[src/rtl/sensor_scan_sequencer.sv]
// Sensor scan sequencer: walks the enabled channels of an 8-way analog mux,
// settles each one, averages 2^AvgShift ADC conversions and publishes the
// averaged reading per channel together with a per-channel valid flag.
//
// state  | meaning
// -------+-----------------------------------------------------------------
// IDLE   | waiting for ScanEn with a non-zero channel mask
// SELECT | point the mux at the next enabled channel, clear the averager
// SETTLE | hold the mux for SETTLE_CYCLES cycles before converting
// REQ    | conversion handshake; one low cycle of AdcReq between samples
// STORE  | write the averaged reading, then advance, finish or abort
module sensor_scan_sequencer #(
    parameter int SETTLE_CYCLES = 4,
    parameter int DATA_W        = 16
) (
    input  logic                   PCLK,
    input  logic                   PRESETn,
    input  logic                   ScanEn,
    input  logic [7:0]             ChanMask,
    input  logic [1:0]             AvgShift,
    output logic [2:0]             AdcChan,
    output logic                   AdcReq,
    input  logic                   AdcAck,
    input  logic [DATA_W-1:0]      AdcData,
    output logic [7:0][DATA_W-1:0] SensorReadings,
    output logic [7:0]             ValidMask,
    output logic                   ScanDone
);

    typedef enum logic [2:0] {
        IDLE,
        SELECT,
        SETTLE,
        REQ,
        STORE
    } state_t;

    state_t state_q, state_d;

    logic [7:0]             mask_q;
    logic [1:0]             shift_q;
    logic [2:0]             cur_chan_q;
    logic [2:0]             chan_q;
    logic                   req_q;
    logic [DATA_W+2:0]      acc_q;
    logic [3:0]             sample_cnt_q;
    logic [3:0]             settle_cnt_q;
    logic [7:0][DATA_W-1:0] readings_q;
    logic [7:0]             valid_q;
    logic                   done_q;

    logic [7:0] ge_mask;
    logic [7:0] higher_mask;
    logic [2:0] sel_chan;
    logic [3:0] sample_next;
    logic [3:0] sample_target;
    logic       ack_ok;

    logic start_scan;
    logic do_select;
    logic settle_dec;
    logic req_set;
    logic sample_take;
    logic do_store;
    logic advance;
    logic done_set;

    // Channel search helpers: lowest enabled channel at or above the
    // current one, and whether anything enabled remains above AdcChan.
    always_comb begin
        ge_mask     = mask_q & (8'hFF << cur_chan_q);
        higher_mask = mask_q & (8'hFE << chan_q);
        sel_chan    = cur_chan_q;
        for (int i = 7; i >= 0; i--) begin
            if (ge_mask[i]) begin
                sel_chan = 3'(i);
            end
        end
        sample_next   = sample_cnt_q + 4'd1;
        sample_target = 4'd1 << shift_q;
        ack_ok        = req_q & AdcAck;
    end

    // State register.
    always_ff @(posedge PCLK or negedge PRESETn) begin
        if (!PRESETn) begin
            state_q <= IDLE;
        end else begin
            state_q <= state_d;
        end
    end

    // Next-state logic and datapath strobes.
    always_comb begin
        state_d     = state_q;
        start_scan  = 1'b0;
        do_select   = 1'b0;
        settle_dec  = 1'b0;
        req_set     = 1'b0;
        sample_take = 1'b0;
        do_store    = 1'b0;
        advance     = 1'b0;
        done_set    = 1'b0;
        case (state_q)
            IDLE: begin
                if (ScanEn && (ChanMask != 8'h00)) begin
                    start_scan = 1'b1;
                    state_d    = SELECT;
                end
            end
            SELECT: begin
                do_select = 1'b1;
                state_d   = SETTLE;
            end
            SETTLE: begin
                if (settle_cnt_q == 4'd0) begin
                    req_set = 1'b1;
                    state_d = REQ;
                end else begin
                    settle_dec = 1'b1;
                end
            end
            REQ: begin
                if (req_q) begin
                    if (ack_ok) begin
                        sample_take = 1'b1;
                        if (sample_next == sample_target) begin
                            state_d = STORE;
                        end
                    end
                end else begin
                    // Single idle cycle between back-to-back conversions.
                    req_set = 1'b1;
                end
            end
            STORE: begin
                do_store = 1'b1;
                if (higher_mask == 8'h00) begin
                    done_set = 1'b1;
                    state_d  = IDLE;
                end else if (!ScanEn) begin
                    state_d = IDLE;
                end else begin
                    advance = 1'b1;
                    state_d = SELECT;
                end
            end
            default: state_d = IDLE;
        endcase
    end

    // Scan-local configuration, mux select, averager, settle timer and outputs.
    always_ff @(posedge PCLK or negedge PRESETn) begin
        if (!PRESETn) begin
            mask_q       <= '0;
            shift_q      <= '0;
            cur_chan_q   <= '0;
            chan_q       <= '0;
            req_q        <= 1'b0;
            acc_q        <= '0;
            sample_cnt_q <= '0;
            settle_cnt_q <= '0;
            readings_q   <= '0;
            valid_q      <= '0;
            done_q       <= 1'b0;
        end else begin
            done_q <= done_set;
            if (start_scan) begin
                mask_q     <= ChanMask;
                shift_q    <= AvgShift;
                cur_chan_q <= 3'd0;
            end
            if (do_select) begin
                chan_q       <= sel_chan;
                acc_q        <= '0;
                sample_cnt_q <= '0;
                settle_cnt_q <= 4'(SETTLE_CYCLES - 1);
            end
            if (settle_dec) begin
                settle_cnt_q <= settle_cnt_q - 4'd1;
            end
            if (req_set) begin
                req_q <= 1'b1;
            end else if (sample_take) begin
                req_q <= 1'b0;
            end
            if (sample_take) begin
                acc_q        <= acc_q + {3'b000, AdcData};
                sample_cnt_q <= sample_next;
            end
            if (do_store) begin
                readings_q[chan_q] <= DATA_W'(acc_q >> shift_q);
                valid_q[chan_q]    <= 1'b1;
            end
            if (advance) begin
                cur_chan_q <= chan_q + 3'd1;
            end
        end
    end

    assign AdcChan        = chan_q;
    assign AdcReq         = req_q;
    assign SensorReadings = readings_q;
    assign ValidMask      = valid_q;
    assign ScanDone       = done_q;

endmodule

[config.mk]
export PLATFORM = sky130hd
export DESIGN_NAME = sensor_scan_sequencer
export DESIGN_NICKNAME = d
export VERILOG_FILES = /design/src/rtl/sensor_scan_sequencer.sv
export SDC_FILE = /design/constraint.sdc
export NUM_CORES = 1
export LEC_CHECK = 0
export ABC_AREA = 1
export ABC_CLOCK_PERIOD_IN_PS = 2300
export CAP_MARGIN = 10
export CORE_MARGIN = 8
export CORE_UTILIZATION = 60
export DETAILED_ROUTE_END_ITERATION = 12
export DONT_BUFFER_PORTS = 1
export GPL_TIMING_DRIVEN = 1
export HOLD_SLACK_MARGIN = 0.1
export PLACE_DENSITY = 0.79
export SYNTH_ARGS = -nofsm -noshare
export SYNTH_HDL_FRONTEND = slang
export SYNTH_SLANG_ARGS = --single-unit
[constraint.sdc]
create_clock -name PCLK -period 2.3 [get_ports PCLK]
set_clock_uncertainty 0.15 [all_clocks]
set_input_delay 0.345 -clock PCLK [delete_from_list [all_inputs] [get_ports PCLK]]
set_output_delay 0.345 -clock PCLK [all_outputs]
set_load 0.02 [all_outputs]
==> flow_summary.yaml <==
run_status:
  status: "complete, but fails checks"
  violations: "negative hold slack"
finish:
  antenna_cells: 0
  design_area_um2: 9350
  final_layout_size_suffix_gt1_share_pct: 7.09
  syn_to_final_growth_pct: 9.46
  final_net_count: 1069
  fin_util_pct: 67.4
yosys:
  syn_nets: 1063
  synth-main-ff-cell: "dfrtp_1"
  netlist_area_um2: 8540
  synth_top_family_by_area: "simple AND/OR/NAND/NOR gates"
  synth-adder-area-share_pct: 3.31
  synth-simple-area-share_pct: 21.7
  synth_top_area_share_pct: 53.9
  syn-instance-count: 1011
  synth_seq_cells: 184
  synth_compound_area_share_pct: 13.7
  ys_top_cells_by_area: "dfrtp_1, nand2_1, o21ai_1"
  async_flop_share_pct: 100
  postSynthAreaPerCell_um2: 8.45
  ys_seq_area_share_pct: 53.9
  synth-xor-area-share_pct: 0.308
  yosysWarnings: 0
  synth_cell_type_count: 38
  synthMuxAreaShare_pct: 0.351
  synth-edff-count: 0
  synth.most_common_cell: "nand2_1"
  synth_common_cells: "nand2_1, dfrtp_1, o21ai_1, inv_1, o21ai_0"
  netlist.top_cell.by_area: "dfrtp_1"
global_route:
  grt_pass1_wl_um: 35200
  track_usage_pct: 25.0
  antenna_found_initial: 0
  grt_max_degree: 185
  grt_pass1_vias: 6285
  overflow: 0
floorplanning:
  rows: 43
  core_area_um2: 13900
  die_w_um: 135
  die-height_um: 135
  initial_core_util_pct: 61.6
  dieArea_um2: 18300
  io_pins: 171
drt:
  antenna_left: 0
  drcViolationCount: 0
  drtPass1Iterations: 7
  detailroute.via_count: 6871
  wl_per_cell_um: 19.0
  first_iter_violations: 647
  post_drt_via_cell_ratio: 5.68
  drt-total-wl_um: 23000
clock_tree:
  htree_levels: 4
  cts_tree: "yes"
  cts-root-buf: "clkbuf_16"
  cts_buffers: 17
  clk_latency_ps: 430
  clk_pin_slew_ps: 70
  cts_sinks: 184
  cts_buffer_depth: 2
  post_cts_buffers: 0
  cts_hold_buf: 14
timing:
  setup_violations: 0
  relSlewSlack_pct: 49.1
  tightest_slew_ps: 764
  maxSlewViolCount: 0
  fin_tns_setup_ps: 0
  period_minus_slack_ps: 2130
  fin_crit_sh_pct: 92.5
  fmax_mhz: 470
  hold_viol: 184
  rsz0062_at_grt: "false"
  fin_ws_ps: 172
  holdWs_ps: -532
setup_path:
  worstSetupStartpointType: "input pin"
  cp-end-kind: "flip-flop"
  cp_max_fo: 4
  arrival_ps: 2300
  cp.required_ps: 2480
  ff2ff_setup_slack_ps: 260
  critical_path_class: "input pin to flip-flop"
worst_hold_path:
  hold_path_class: "input pin to async pin"
power_and_ir_drop:
  vdd_drop_max_uv: 550
  p_leak_nw: 4.67
  p_per_area_nw_per_um2: 1410
place:
  numPortBuffers: 0
  postPlaceCellArea_um2: 8630
  dp_hpwl_um: 15800
  dp_slack_ps: 250
  globalplace.congestion: 0.887
flow_run:
  drv_cap: 0
==> per-stage QoR <==
stage / hold WS (ps) / power [W] / std cells
floorplan: -101 / 0.00874 / 1011
global placement: -91.0 / 0.0101 / 1164
CTS: -545 / 0.0131 / 1210
detailed placement: -92.0 / 0.0103 / 1164
global route: -549 / 0.0139 / 1210
finish: -532 / 0.0131 / 1210
==> metal layers <==
metal / GRT usage (%) / routed length [um]
met1: 31.1 / 9270
met2: 40.9 / 11000
met3: 8.20 / 2450
met4: 6.79 / 280
met5: 0 / 0
==> state kept, by name, summed over array words and instances, names as in the netlist, 3 cells and up <==
signal / cells
sample_cnt_q: 4
acc_q: 19
AdcChan: 3
ValidMask: 8
cur_chan_q: 3
SensorReadings: 128
state_q: 3
settle_cnt_q: 4
mask_q: 8
==> layout make-up <==
class	count	area, um2
flip-flops and latches	184	4600
clock buffers	18	439
clock inverters	14	139
well taps	180	225
fillers	1097	4530
inverters	95	359
multi-input cells	696	3370
repair buffers	23	220
==> where the power goes <==
part / internal [W] / switching, W
sequential: 0.00421 / 0.00177
combinational: 0.00134 / 0.00302
clock: 0.00146 / 0.00135
total: 0.00701 / 0.00614
==> path summary, 6_finish.rpt <==
path / from / end / cells after the start
hold / removal: PRESETn / SensorReadings[60] / 0
hold reg to reg: settle_cnt_q[0] / settle_cnt_q[0] / 1
setup / recovery: AdcData[0] / acc_q[16] / 15
min in group PCLK: AdcData[1] / acc_q[1] / 3
setup reg to reg: acc_q[9] / acc_q[10] / 8
max in group asynchronous: PRESETn / SensorReadings[67] / 0
==> kinds of logic after synthesis <==
| group | count (synthesis) |
|---|---|
| fa+ha+maj | 22 |
| simple gates | 447 |
| buf+inv | 131 |
| mux | 3 |
| flops | 184 |
| compound gates | 221 |
| xor+xnor | 3 |
==> critical path, cell delays in order <==
cell and delay, ps:
dlygate4sd3_1 540, ha_1 250, fa_2 380, nand2_1 80, inv_1 50, nand2_1 70
nand3_2 100, nand2_1 80, nand2_1 90, nand2_1 70, nand2_1 60, nand2_1 60
nand2_1 40, nand2_1 50, inv_1 30
==> layout by cell type, fill, tap and decap left out, types with 4 or more instances in the layout <==
cell type / n
inv_2: 6
nand2_1: 343
o21ai_0: 62
nor2_1: 38
nand4_1: 6
nor2_4: 4
ha_1: 21
nand3b_1: 6
nor3_1: 6
dlygate4sd3_1: 14
nand2_2: 9
clkbuf_16: 17
nand3_1: 26
buf_4: 8
dfrtp_1: 184
a21oi_1: 21
inv_1: 88
o22ai_1: 6
o21ai_1: 118
clkinv_4: 4
==> timing repair <==
| action | CTS | global route |
|---|---|---|
| gates resized for setup | 0 | 1 |
| endpoints found under the setup margin | 0 | 2 |
| hold endpoints to repair | 201 | 184 |
Power figures use the tool's default switching activity.
